## src/rtl/seg_pkg.sv

```systemverilog
// Shared constants, state type and sizing helper for the multi-channel
// seven-segment driver. All segment codes are active-low {g,f,e,d,c,b,a}.
package seg_pkg;

  localparam logic [6:0] SEG_BLANK = 7'h7F;
  localparam logic [6:0] SEG_DASH  = 7'b0111111;

  localparam logic [6:0] SEG_0 = 7'b1000000;
  localparam logic [6:0] SEG_1 = 7'b1111001;
  localparam logic [6:0] SEG_2 = 7'b0100100;
  localparam logic [6:0] SEG_3 = 7'b0110000;
  localparam logic [6:0] SEG_4 = 7'b0011001;
  localparam logic [6:0] SEG_5 = 7'b0010010;
  localparam logic [6:0] SEG_6 = 7'b0000010;
  localparam logic [6:0] SEG_7 = 7'b1111000;
  localparam logic [6:0] SEG_8 = 7'b0000000;
  localparam logic [6:0] SEG_9 = 7'b0010000;

  typedef enum logic [1:0] {
    ST_IDLE   = 2'd0,
    ST_CONV   = 2'd1,
    ST_COMMIT = 2'd2
  } segState_t;

  // Nibbles needed to hold any BIN_W-bit value in BCD.
  function automatic int bcdDigits(input int binW);
    return (binW * 3) / 10 + 1;
  endfunction

endpackage

```

## src/rtl/seg_digit_encoder.sv

```systemverilog
// Combinational BCD digit to active-low seven-segment code.
// Codes 10..15 render as blank.
module seg_digit_encoder
  import seg_pkg::*;
(
  input  logic [3:0] digit,
  output logic [6:0] seg
);

  always_comb begin
    seg = SEG_BLANK;
    case (digit)
      4'd0:    seg = SEG_0;
      4'd1:    seg = SEG_1;
      4'd2:    seg = SEG_2;
      4'd3:    seg = SEG_3;
      4'd4:    seg = SEG_4;
      4'd5:    seg = SEG_5;
      4'd6:    seg = SEG_6;
      4'd7:    seg = SEG_7;
      4'd8:    seg = SEG_8;
      4'd9:    seg = SEG_9;
      default: seg = SEG_BLANK;
    endcase
  end

endmodule

```

## src/rtl/multi_channel_seg_driver.sv

```systemverilog
// Multi-channel binary to seven-segment driver: optional count-down reversal,
// serial double-dabble per channel, atomic registered commit of all displays.
//
// state     | meaning
// ST_IDLE   | ready; accept captures and reverses all channel values
// ST_CONV   | one double-dabble step per cycle, channel by channel
// ST_COMMIT | encode staging, write HexOut, pulse UpdDone
module multi_channel_seg_driver
  import seg_pkg::*;
#(
  parameter int                NUM_CH  = 2,
  parameter int                BIN_W   = 8,
  parameter int                DIGITS  = 2,
  parameter logic [BIN_W-1:0]  REV_MAX = BIN_W'(99)
) (
  input  logic                       Clk,
  input  logic                       Rst_n,
  input  logic [NUM_CH*BIN_W-1:0]    BinIn,
  input  logic                       ModeSel,
  input  logic                       BlankEn,
  input  logic                       InValid,
  output logic                       InReady,
  output logic [NUM_CH*DIGITS*7-1:0] HexOut,
  output logic                       UpdDone
);

  localparam int BCD_DIG = bcdDigits(BIN_W);
  localparam int BCD_W   = BCD_DIG * 4;
  localparam int CH_W    = (NUM_CH > 1) ? $clog2(NUM_CH) : 1;
  localparam int BIT_W   = (BIN_W > 1) ? $clog2(BIN_W) : 1;
  localparam logic [CH_W-1:0]  LAST_CH  = CH_W'(NUM_CH - 1);
  localparam logic [BIT_W-1:0] LAST_BIT = BIT_W'(BIN_W - 1);

  segState_t state, stateNxt;

  logic [BIN_W-1:0] valReg [NUM_CH];
  logic [BCD_W-1:0] staging [NUM_CH];
  logic [BCD_W-1:0] acc, accAdj, accNxt;
  logic [CH_W-1:0]  chIdx;
  logic [BIT_W-1:0] bitIdx;
  logic             blankReg;
  logic             accept, lastStep, doCommit;

  logic [6:0]                  segRaw [NUM_CH*DIGITS];
  logic [NUM_CH-1:0]           ovf;
  logic [NUM_CH*DIGITS*7-1:0]  hexNxt;
  logic                        leadZero;

  function automatic logic [BIN_W-1:0] reverseVal(input logic [BIN_W-1:0] v,
                                                  input logic down);
    if (!down) return v;
    return (v <= REV_MAX) ? (REV_MAX - v) : '0;
  endfunction

  assign lastStep = (bitIdx == LAST_BIT) && (chIdx == LAST_CH);

  always_ff @(posedge Clk) begin
    if (!Rst_n) state <= ST_IDLE;
    else        state <= stateNxt;
  end

  always_comb begin
    stateNxt = state;
    InReady  = 1'b0;
    accept   = 1'b0;
    doCommit = 1'b0;
    case (state)
      ST_IDLE: begin
        InReady = 1'b1;
        if (InValid) begin
          accept   = 1'b1;
          stateNxt = ST_CONV;
        end
      end
      ST_CONV: begin
        if (lastStep) stateNxt = ST_COMMIT;
      end
      ST_COMMIT: begin
        doCommit = 1'b1;
        stateNxt = ST_IDLE;
      end
      default: stateNxt = ST_IDLE;
    endcase
  end

  // Add-3 on every nibble >= 5, then shift in the current channel's MSB.
  always_comb begin
    accAdj = acc;
    for (int n = 0; n < BCD_DIG; n++) begin
      if (acc[n*4 +: 4] >= 4'd5) accAdj[n*4 +: 4] = acc[n*4 +: 4] + 4'd3;
    end
    accNxt = {accAdj[BCD_W-2:0], valReg[chIdx][BIN_W-1]};
  end

  always_ff @(posedge Clk) begin
    if (!Rst_n) begin
      acc      <= '0;
      chIdx    <= '0;
      bitIdx   <= '0;
      blankReg <= 1'b0;
      for (int c = 0; c < NUM_CH; c++) begin
        valReg[c]  <= '0;
        staging[c] <= '0;
      end
    end else if (accept) begin
      acc      <= '0;
      chIdx    <= '0;
      bitIdx   <= '0;
      blankReg <= BlankEn;
      for (int c = 0; c < NUM_CH; c++) begin
        valReg[c] <= reverseVal(BinIn[c*BIN_W +: BIN_W], ModeSel);
      end
    end else if (state == ST_CONV) begin
      valReg[chIdx] <= valReg[chIdx] << 1;
      if (bitIdx == LAST_BIT) begin
        staging[chIdx] <= accNxt;
        acc            <= '0;
        bitIdx         <= '0;
        chIdx          <= chIdx + 1'b1;
      end else begin
        acc    <= accNxt;
        bitIdx <= bitIdx + 1'b1;
      end
    end
  end

  for (genvar c = 0; c < NUM_CH; c++) begin : g_ch
    if (BCD_DIG > DIGITS) begin : g_ovf
      assign ovf[c] = |staging[c][BCD_W-1:DIGITS*4];
    end else begin : g_noOvf
      assign ovf[c] = 1'b0;
    end
    for (genvar d = 0; d < DIGITS; d++) begin : g_dig
      logic [3:0] nib;
      if (d < BCD_DIG) begin : g_nib
        assign nib = staging[c][d*4 +: 4];
      end else begin : g_pad
        assign nib = 4'd0;
      end
      seg_digit_encoder u_enc (
        .digit (nib),
        .seg   (segRaw[c*DIGITS + d])
      );
    end
  end

  // Walk digits from the most significant down; blanking stops at the first
  // nonzero digit and never reaches the ones digit.
  always_comb begin
    hexNxt   = '1;
    leadZero = 1'b1;
    for (int c = 0; c < NUM_CH; c++) begin
      leadZero = 1'b1;
      for (int d = DIGITS - 1; d >= 0; d--) begin
        leadZero = leadZero && (segRaw[c*DIGITS + d] == SEG_0);
        if (ovf[c])
          hexNxt[(c*DIGITS + d)*7 +: 7] = SEG_DASH;
        else if (blankReg && leadZero && (d != 0))
          hexNxt[(c*DIGITS + d)*7 +: 7] = SEG_BLANK;
        else
          hexNxt[(c*DIGITS + d)*7 +: 7] = segRaw[c*DIGITS + d];
      end
    end
  end

  always_ff @(posedge Clk) begin
    if (!Rst_n) begin
      HexOut  <= '1;
      UpdDone <= 1'b0;
    end else begin
      UpdDone <= doCommit;
      if (doCommit) HexOut <= hexNxt;
    end
  end

endmodule

```

## config.mk

```make
export PLATFORM = sky130hd
export DESIGN_NAME = multi_channel_seg_driver
export DESIGN_NICKNAME = d
export VERILOG_FILES = /design/src/rtl/seg_pkg.sv /design/src/rtl/seg_digit_encoder.sv /design/src/rtl/multi_channel_seg_driver.sv
export SDC_FILE = /design/constraint.sdc
export NUM_CORES = 1
export LEC_CHECK = 0
export CORE_MARGIN = 2
export CORE_UTILIZATION = 45
export CTS_BUF_LIST = sky130_fd_sc_hd__clkbuf_16
export DETAILED_ROUTE_END_ITERATION = 10
export GPL_ROUTABILITY_DRIVEN = 0
export PLACE_DENSITY = 0.66
export SLEW_MARGIN = 20
export SYNTH_ARGS = -nofsm -noshare
export SYNTH_HDL_FRONTEND = slang
export SYNTH_SLANG_ARGS = --single-unit
```

## constraint.sdc

```tcl
create_clock -name Clk -period 7.6 [get_ports Clk]
set_input_delay 1.9 -clock Clk [delete_from_list [all_inputs] [get_ports Clk]]
set_output_delay 1.9 -clock Clk [all_outputs]
set_load 0.03 [all_outputs]
```

==> flow_metrics.env, run 1 <==
export IMPL_synth_mux_area_fraction=0.03603
export IMPL_dpl_hpwl_mm=6.805
export IMPL_rows=36
export IMPL_synth_compound_area_frac=0.1536
export IMPL_rr_worst_depth=5
export IMPL_cpPeakStageDelay_ps=520
export IMPL_route_detailed_vias_per_inst=5.332
export IMPL_die_w_um=105.3
export IMPL_synth_top_family_by_area="simple AND/OR/NAND/NOR gates"
export IMPL_port_buffers=50
export IMPL_ir_drop_mv=0.08415
export IMPL_wirelength_mm=9.263
export IMPL_drtIter0Drc=114
export IMPL_synth_area_leaders="edfxtp_1 25%, dfxtp_1 22%, ha_1 8.1%, nor2_1 4.6%, a21oi_1 4.3%"
export IMPL_slowest_stage="nand2_1"
export IMPL_drv_slew=0
export IMPL_clock_sinks=89
export IMPL_clk_path_buf_depth=2
export IMPL_numCtsBuffers=9
export IMPL_final_hold_viol_count=0
export IMPL_grt_total_usage=0.1794
export IMPL_start_util=0.4682
export IMPL_fmax_mhz=275.8
export IMPL_max_cap_violations=0
export IMPL_antenna_found_initial=0
export IMPL_layout_drive_gt1_share=0.04991
export IMPL_cts_resized=0
export IMPL_min_from="acc[9]"
export IMPL_first_pass_iters=4
export IMPL_ys_async_sr_fraction=0
export IMPL_wl_met2_mm=4.440
export IMPL_setup_violations_final=0
export IMPL_seq_area_frac_synth=0.4682
export IMPL_cp_cell_sequence="clkdlybuf4s50_1, buf_4, nand3_1, nand2_1"
export IMPL_synth_area_um2=4618
export IMPL_yosysWarningCount=0
export IMPL_min_period_over_period=0.4770
export IMPL_pin_count=51
export IMPL_synthTopCellsByCount="57 x nor2_1, 51 x dfxtp_1, 51 x nand2_1"
export IMPL_coreArea_um2=9864
export IMPL_fin_skew_ps=6.627
export IMPL_ctsHoldBuffers=0
export IMPL_r2r_start="bitIdx[0]"
export IMPL_synth_ff_type="dfxtp_1"
export IMPL_drc=0
export IMPL_hold_path_class="reg -> reg"
export IMPL_clk_latency_ps=340
export IMPL_n_fill_cell=875
export IMPL_cp_top_family="simple AND/OR/NAND/NOR gates"
export IMPL_min_to="acc[9]"
export IMPL_crit_type="in -> reg"
export IMPL_synth_xor_area_frac=0.03603
export IMPL_cp_end_kind="flip-flop"
export IMPL_r2r_setup_slack_ps=5150
export IMPL_die_h_um=105.3
export IMPL_tns_ps=0
export IMPL_critPathArrivalTime_ps=3610
export IMPL_min_period_ps=3625
export IMPL_cp_max_fo=30
export IMPL_ys_seq_elements=89
export IMPL_top_layer="met4"
export IMPL_post_drt_wl_per_cell_um=13.74
export IMPL_crit_buf_inv=2
export IMPL_rsz0062_at_grt="no"
export IMPL_syn_avg_cell_area_um2=9.311
export IMPL_syn_num_nets=547
export IMPL_clkTransAtPathRegs_ps=70
export IMPL_status="finished, final reports clean"
export IMPL_area_growth_pct=18.86
export IMPL_wl_met3_um=412
export IMPL_syn_inst=496
export IMPL_n_antenna_cell=0
export IMPL_grt_max_degree=31
export IMPL_r2r_end="staging[1][0]"
export IMPL_htreeDepth=3
export IMPL_die_area_um2=11090
export IMPL_grt_first_pass_wirelength_mm=16.10
export IMPL_power_density_nw_per_um2=191.0
export IMPL_place_area_um2=5195
export IMPL_yosysMostFrequentCell="nor2_1"
export IMPL_synth_adder_area_share=0.08128
export IMPL_crit_path_start_kind="input pin"
export IMPL_holdPathStages=2
export IMPL_required_ps=7580
export IMPL_grt_pass1_vias=3431
export IMPL_overflow=0
export IMPL_vias=3594
export IMPL_worst_pin_slew_ps=987.9
export IMPL_cts_setup_buffers=0
export IMPL_nets=587
export IMPL_cts_tree="done"
export IMPL_synth_simple_gate_area_share=0.1826
export IMPL_netlist_area_leader_share=0.2471
export IMPL_final_area_um2=5489
export IMPL_clockRootBuffer="clkbuf_16"
export IMPL_wl_met1_mm=4.317
export IMPL_max_slew_margin=0.3400
export IMPL_synth_top_area_cell="edfxtp_1"
export IMPL_ant_nets=0
export IMPL_leakagePower_uw=0.001997
export IMPL_synth_edff_count=38
export IMPL_synth_distinct_cells=44
-- logic make-up (layout without fill, tap and decap cells) --
| kind of cell | Yosys count | in the layout |
|---|---|---|
| compound gates | 117 | 117 |
| xor+xnor | 19 | 19 |
| fa+ha+maj | 30 | 30 |
| buf+inv | 47 | 92 |
| flops | 89 | 89 |
| mux | 16 | 16 |
| simple gates | 178 | 178 |
-- state kept, by name, summed over array words and instances (netlist names), named ones only --
name and flops:
state 2, blankReg 1, UpdDone 1, chIdx 1, HexOut 28, acc 12, bitIdx 3, staging 24
valReg 16
-- final cells by class --
cell class                      instances  area [um^2]  area share
Multi-Input combinational cell        360         2261      0.4119
Sequential cell                        89         2162      0.3939
Timing Repair Buffer                   52        515.5     0.09391
Clock buffer                            9        225.2     0.04103
Tap cell                              133        166.4     0.03032
Inverter                               24        90.09     0.01641
Clock inverter                          7        68.82     0.01254
-- cells in the final DEF, fill, tap and decap left out, types with 3 or more instances in the layout --
cell	instances
or4_1	3
xnor2_1	13
xor2_1	6
o22ai_1	27
nor3_1	7
nor2_1	57
inv_1	24
edfxtp_1	38
clkdlybuf4s50_1	50
o21ai_0	26
a31oi_1	3
clkbuf_16	9
nor3b_1	6
ha_1	30
and2_1	3
a21oi_1	40
dfxtp_1	51
mux2i_1	11
nor2b_1	4
mux2_2	5
nand3_1	13
nand2_1	51
nand2b_1	20
or3_1	8
o22a_1	8
-- through the flow --
stage / setup slack, ps / cells / total power, uW / utilization / hold WS [ps]
6_report: 3975 / 674 / 1048 / 0.5564 / 450.6
5_1_grt: 3802 / 674 / 1091 / 0.5564 / 484.4
4_1_cts: 3981 / 674 / 1060 / 0.5564 / 455.0
3_5_place_dp: 3624 / 658 / 622.5 / 0.5266 / 445.8
3_3_place_gp: 3693 / 658 / 620.6 / 0.5266 / 441.5
2_1_floorplan: 4450 / 496 / 591.3 / - / 431.9
-- metal layers --
layer  vias to the layer above  GRT usage
met1                      1679     0.2413
li1                       1832          -
met4                         0    0.05714
met5                         -          0
met2                        75     0.2848
met3                         8    0.04329
-- worst min-delay path: stages (launching register included) --
cell and delay (ps):
dfxtp_1 310, nand2_1 50, a21oi_1 50
-- where the power goes --
group | internal (uW) | switching [uW] | total [uW] | leakage, uW
Combinational | 36.0 | 51.6 | 87.6 | 0.00104
Clock | 254 | 182 | 436 | 0.000140
Sequential | 514 | 11.2 | 525 | 0.000813
Total | 804 | 244 | 1050 | 0.00200
-- worst max-delay path by stage --
stage / end / from / cells past startpoint / slack, ps
CTS: staging[1][1] / Rst_n / 4 / 3980
global placement: staging[1][0] / Rst_n / 4 / 3690
global route: staging[1][10] / Rst_n / 4 / 3800
floorplan: staging[1][0] / Rst_n / 4 / 4450
detailed placement: staging[1][2] / Rst_n / 4 / 3620
finish: staging[1][0] / Rst_n / 4 / 3970
Note: power is estimated with default switching activity, not from simulation.
==> run 2, diff against run 1 <==
PLACE_DENSITY = 0.69   (was 0.66)
clock period = 3.1 ns   (was 7.6 ns; I/O delays follow)
==> run 2 against run 1 <==
- clock power increased to 2.6 times the previous value
- sequential share of layout area decreased by 0.19 points
- die area unchanged
- count of clock-buffer cells in the layout unchanged
- first-iteration DRC count increased by 61%
- flip-flop and latch count unchanged
- clock skew decreased by 2.0 ps
- critical path depth decreased by 2
- via count about the same
- routed wire length decreased by 2.6%
- critical path type is now reg -> out
==> flow_metrics.env, run 2 (same netlist as run 1, synthesis figures left out) <==
export IMPL_status="finished, final reports clean"
export IMPL_clk_latency_ps=330
export IMPL_use_met1=0.2271
export IMPL_setup_violations_final=0
export IMPL_rows=36
export IMPL_pin_count=51
export IMPL_min_period_ps=2392
export IMPL_clk_path_buf_depth=2
export IMPL_vias=3593
export IMPL_min_period_over_period=0.7716
export IMPL_start_util=0.4682
export IMPL_grt_total_usage=0.1697
export IMPL_largestRegisters="HexOut (28), staging (24), valReg (16)"
export IMPL_fmax_mhz=418.1
export IMPL_layout_drive_gt1_share=0.04972
export IMPL_grt_most_used_layer="met2"
export IMPL_numCtsBuffers=9
export IMPL_cp_cell_sequence="nor2_1, clkdlybuf4s50_1"
export IMPL_drc=0
export IMPL_htreeDepth=3
export IMPL_final_common_cell="nor2_1"
export IMPL_drtIter0Drc=183
export IMPL_n_antenna_cell=0
export IMPL_use_met3=0.03154
export IMPL_wirelength_mm=9.024
export IMPL_cpPeakStageDelay_ps=720
export IMPL_clockRootBuffer="clkbuf_16"
export IMPL_die_area_um2=11090
export IMPL_power_uw=2625
export IMPL_largest_reg_flops=28
export IMPL_crit_path_start_kind="flip-flop"
export IMPL_power_internal_uw=2042
export IMPL_first_pass_iters=4
export IMPL_p_comb_frac=0.082
export IMPL_required_ps=2320
export IMPL_die_h_um=105.3
export IMPL_crit_type="reg -> out"
export IMPL_final_cell_mix="57 x nor2_1, 51 x dfxtp_1, 51 x nand2_1"
export IMPL_route_detailed_vias_per_inst=5.315
export IMPL_post_drt_wl_per_cell_um=13.35
export IMPL_hold_path_class="reg -> reg"
export IMPL_cp_max_fo=5
export IMPL_area_growth_pct=19.43
export IMPL_grt_first_pass_wirelength_mm=15.44
export IMPL_use_met2=0.2747
export IMPL_final_hold_viol_count=0
export IMPL_leakagePower_uw=0.002029
export IMPL_drv_slew=0
export IMPL_cp_end_kind="output pin"
export IMPL_power_density_nw_per_um2=475.9
export IMPL_overflow=0
export IMPL_grt_max_degree=25
export IMPL_nets=589
export IMPL_worst_pin_slew_ps=959.1
export IMPL_cts_resized=0
export IMPL_die_w_um=105.3
export IMPL_slowest_stage="clkdlybuf4s50_1"
export IMPL_rsz0062_at_grt="no"
export IMPL_clkPwrFrac=0.429
export IMPL_ctsHoldBuffers=0
export IMPL_ir_drop_mv=0.2365
export IMPL_tns_ps=0
export IMPL_switching_share=0.2219
export IMPL_cp_top_family="buffers and inverters"
export IMPL_fin_skew_ps=4.600
export IMPL_grt_pass1_vias=3333
export IMPL_dpl_hpwl_mm=6.572
export IMPL_cts_setup_buffers=0
export IMPL_antenna_found_initial=0
export IMPL_coreArea_um2=9864
export IMPL_regMostFlops="HexOut"
export IMPL_max_cap_violations=0
export IMPL_clock_sinks=89
export IMPL_power_switching_uw=582.4
export IMPL_ant_nets=0
export IMPL_clkTransAtPathRegs_ps=60
export IMPL_critPathArrivalTime_ps=1620
export IMPL_max_slew_margin=0.3593
export IMPL_cts_tree="done"
export IMPL_p_seq_frac=0.490
export IMPL_crit_buf_inv=1
export IMPL_port_buffers=50
## run 2: area by class of cell
| cell class | instances | area [um^2] |
|---|---|---|
| clock buffer | 9 | 225.2 |
| clock inverter | 7 | 80.08 |
| fill | 891 | 4349 |
| inverter | 24 | 90.09 |
| multi-input combinational | 360 | 2261 |
| sequential | 89 | 2162 |
| tap | 133 | 166.4 |
| timing repair buffer | 54 | 530.5 |
## run 2: worst paths after layout
path             start             to  slack (ps)  cells after the start
max           state[0]        InReady         710                      2
min reg2reg  bitIdx[2]      bitIdx[2]         470                      2
max reg2reg  bitIdx[0]  staging[1][6]        1050                      5
min          bitIdx[2]      bitIdx[2]         470                      2
## run 2: per-stage QoR
step | util | hold WS [ps] | setup WS, ps | cell area, um^2 | cells
2_1_floorplan | - | 431.9 | 739.2 | 4618 | 496
3_3_place_gp | 0.5282 | 440.1 | 497.4 | 5210 | 660
3_5_place_dp | 0.5282 | 463.5 | 439.0 | 5210 | 660
4_1_cts | 0.5591 | 471.8 | 698.3 | 5515 | 676
5_1_grt | 0.5591 | 487.0 | 607.7 | 5515 | 676
6_report | 0.5591 | 472.4 | 708.1 | 5515 | 676
## run 2: routing by layer
layer  wire length, um  vias to the layer above
li1                  -                     1832
met1              4338                     1683
met2              4288                       70
met3               292                        8
met4               104                        0
met5                 0                        -
## run 2: tightest hold or removal path: stages, from the launching register on
cell and delay, ps:
dfxtp_1 310, nand2_1 60, a21oi_1 60
## run 2: power groups by stage
| stage | Clock, uW | Combinational, uW | Sequential [uW] |
|---|---|---|---|
| 6_report | 1130 | 214 | 1290 |
| 5_1_grt | 1190 | 238 | 1290 |
| 4_1_cts | 1140 | 214 | 1290 |
| 3_5_place_dp | 0 | 212 | 1310 |
| 3_3_place_gp | 0 | 210 | 1310 |
| 2_1_floorplan | 0 | 152 | 1300 |
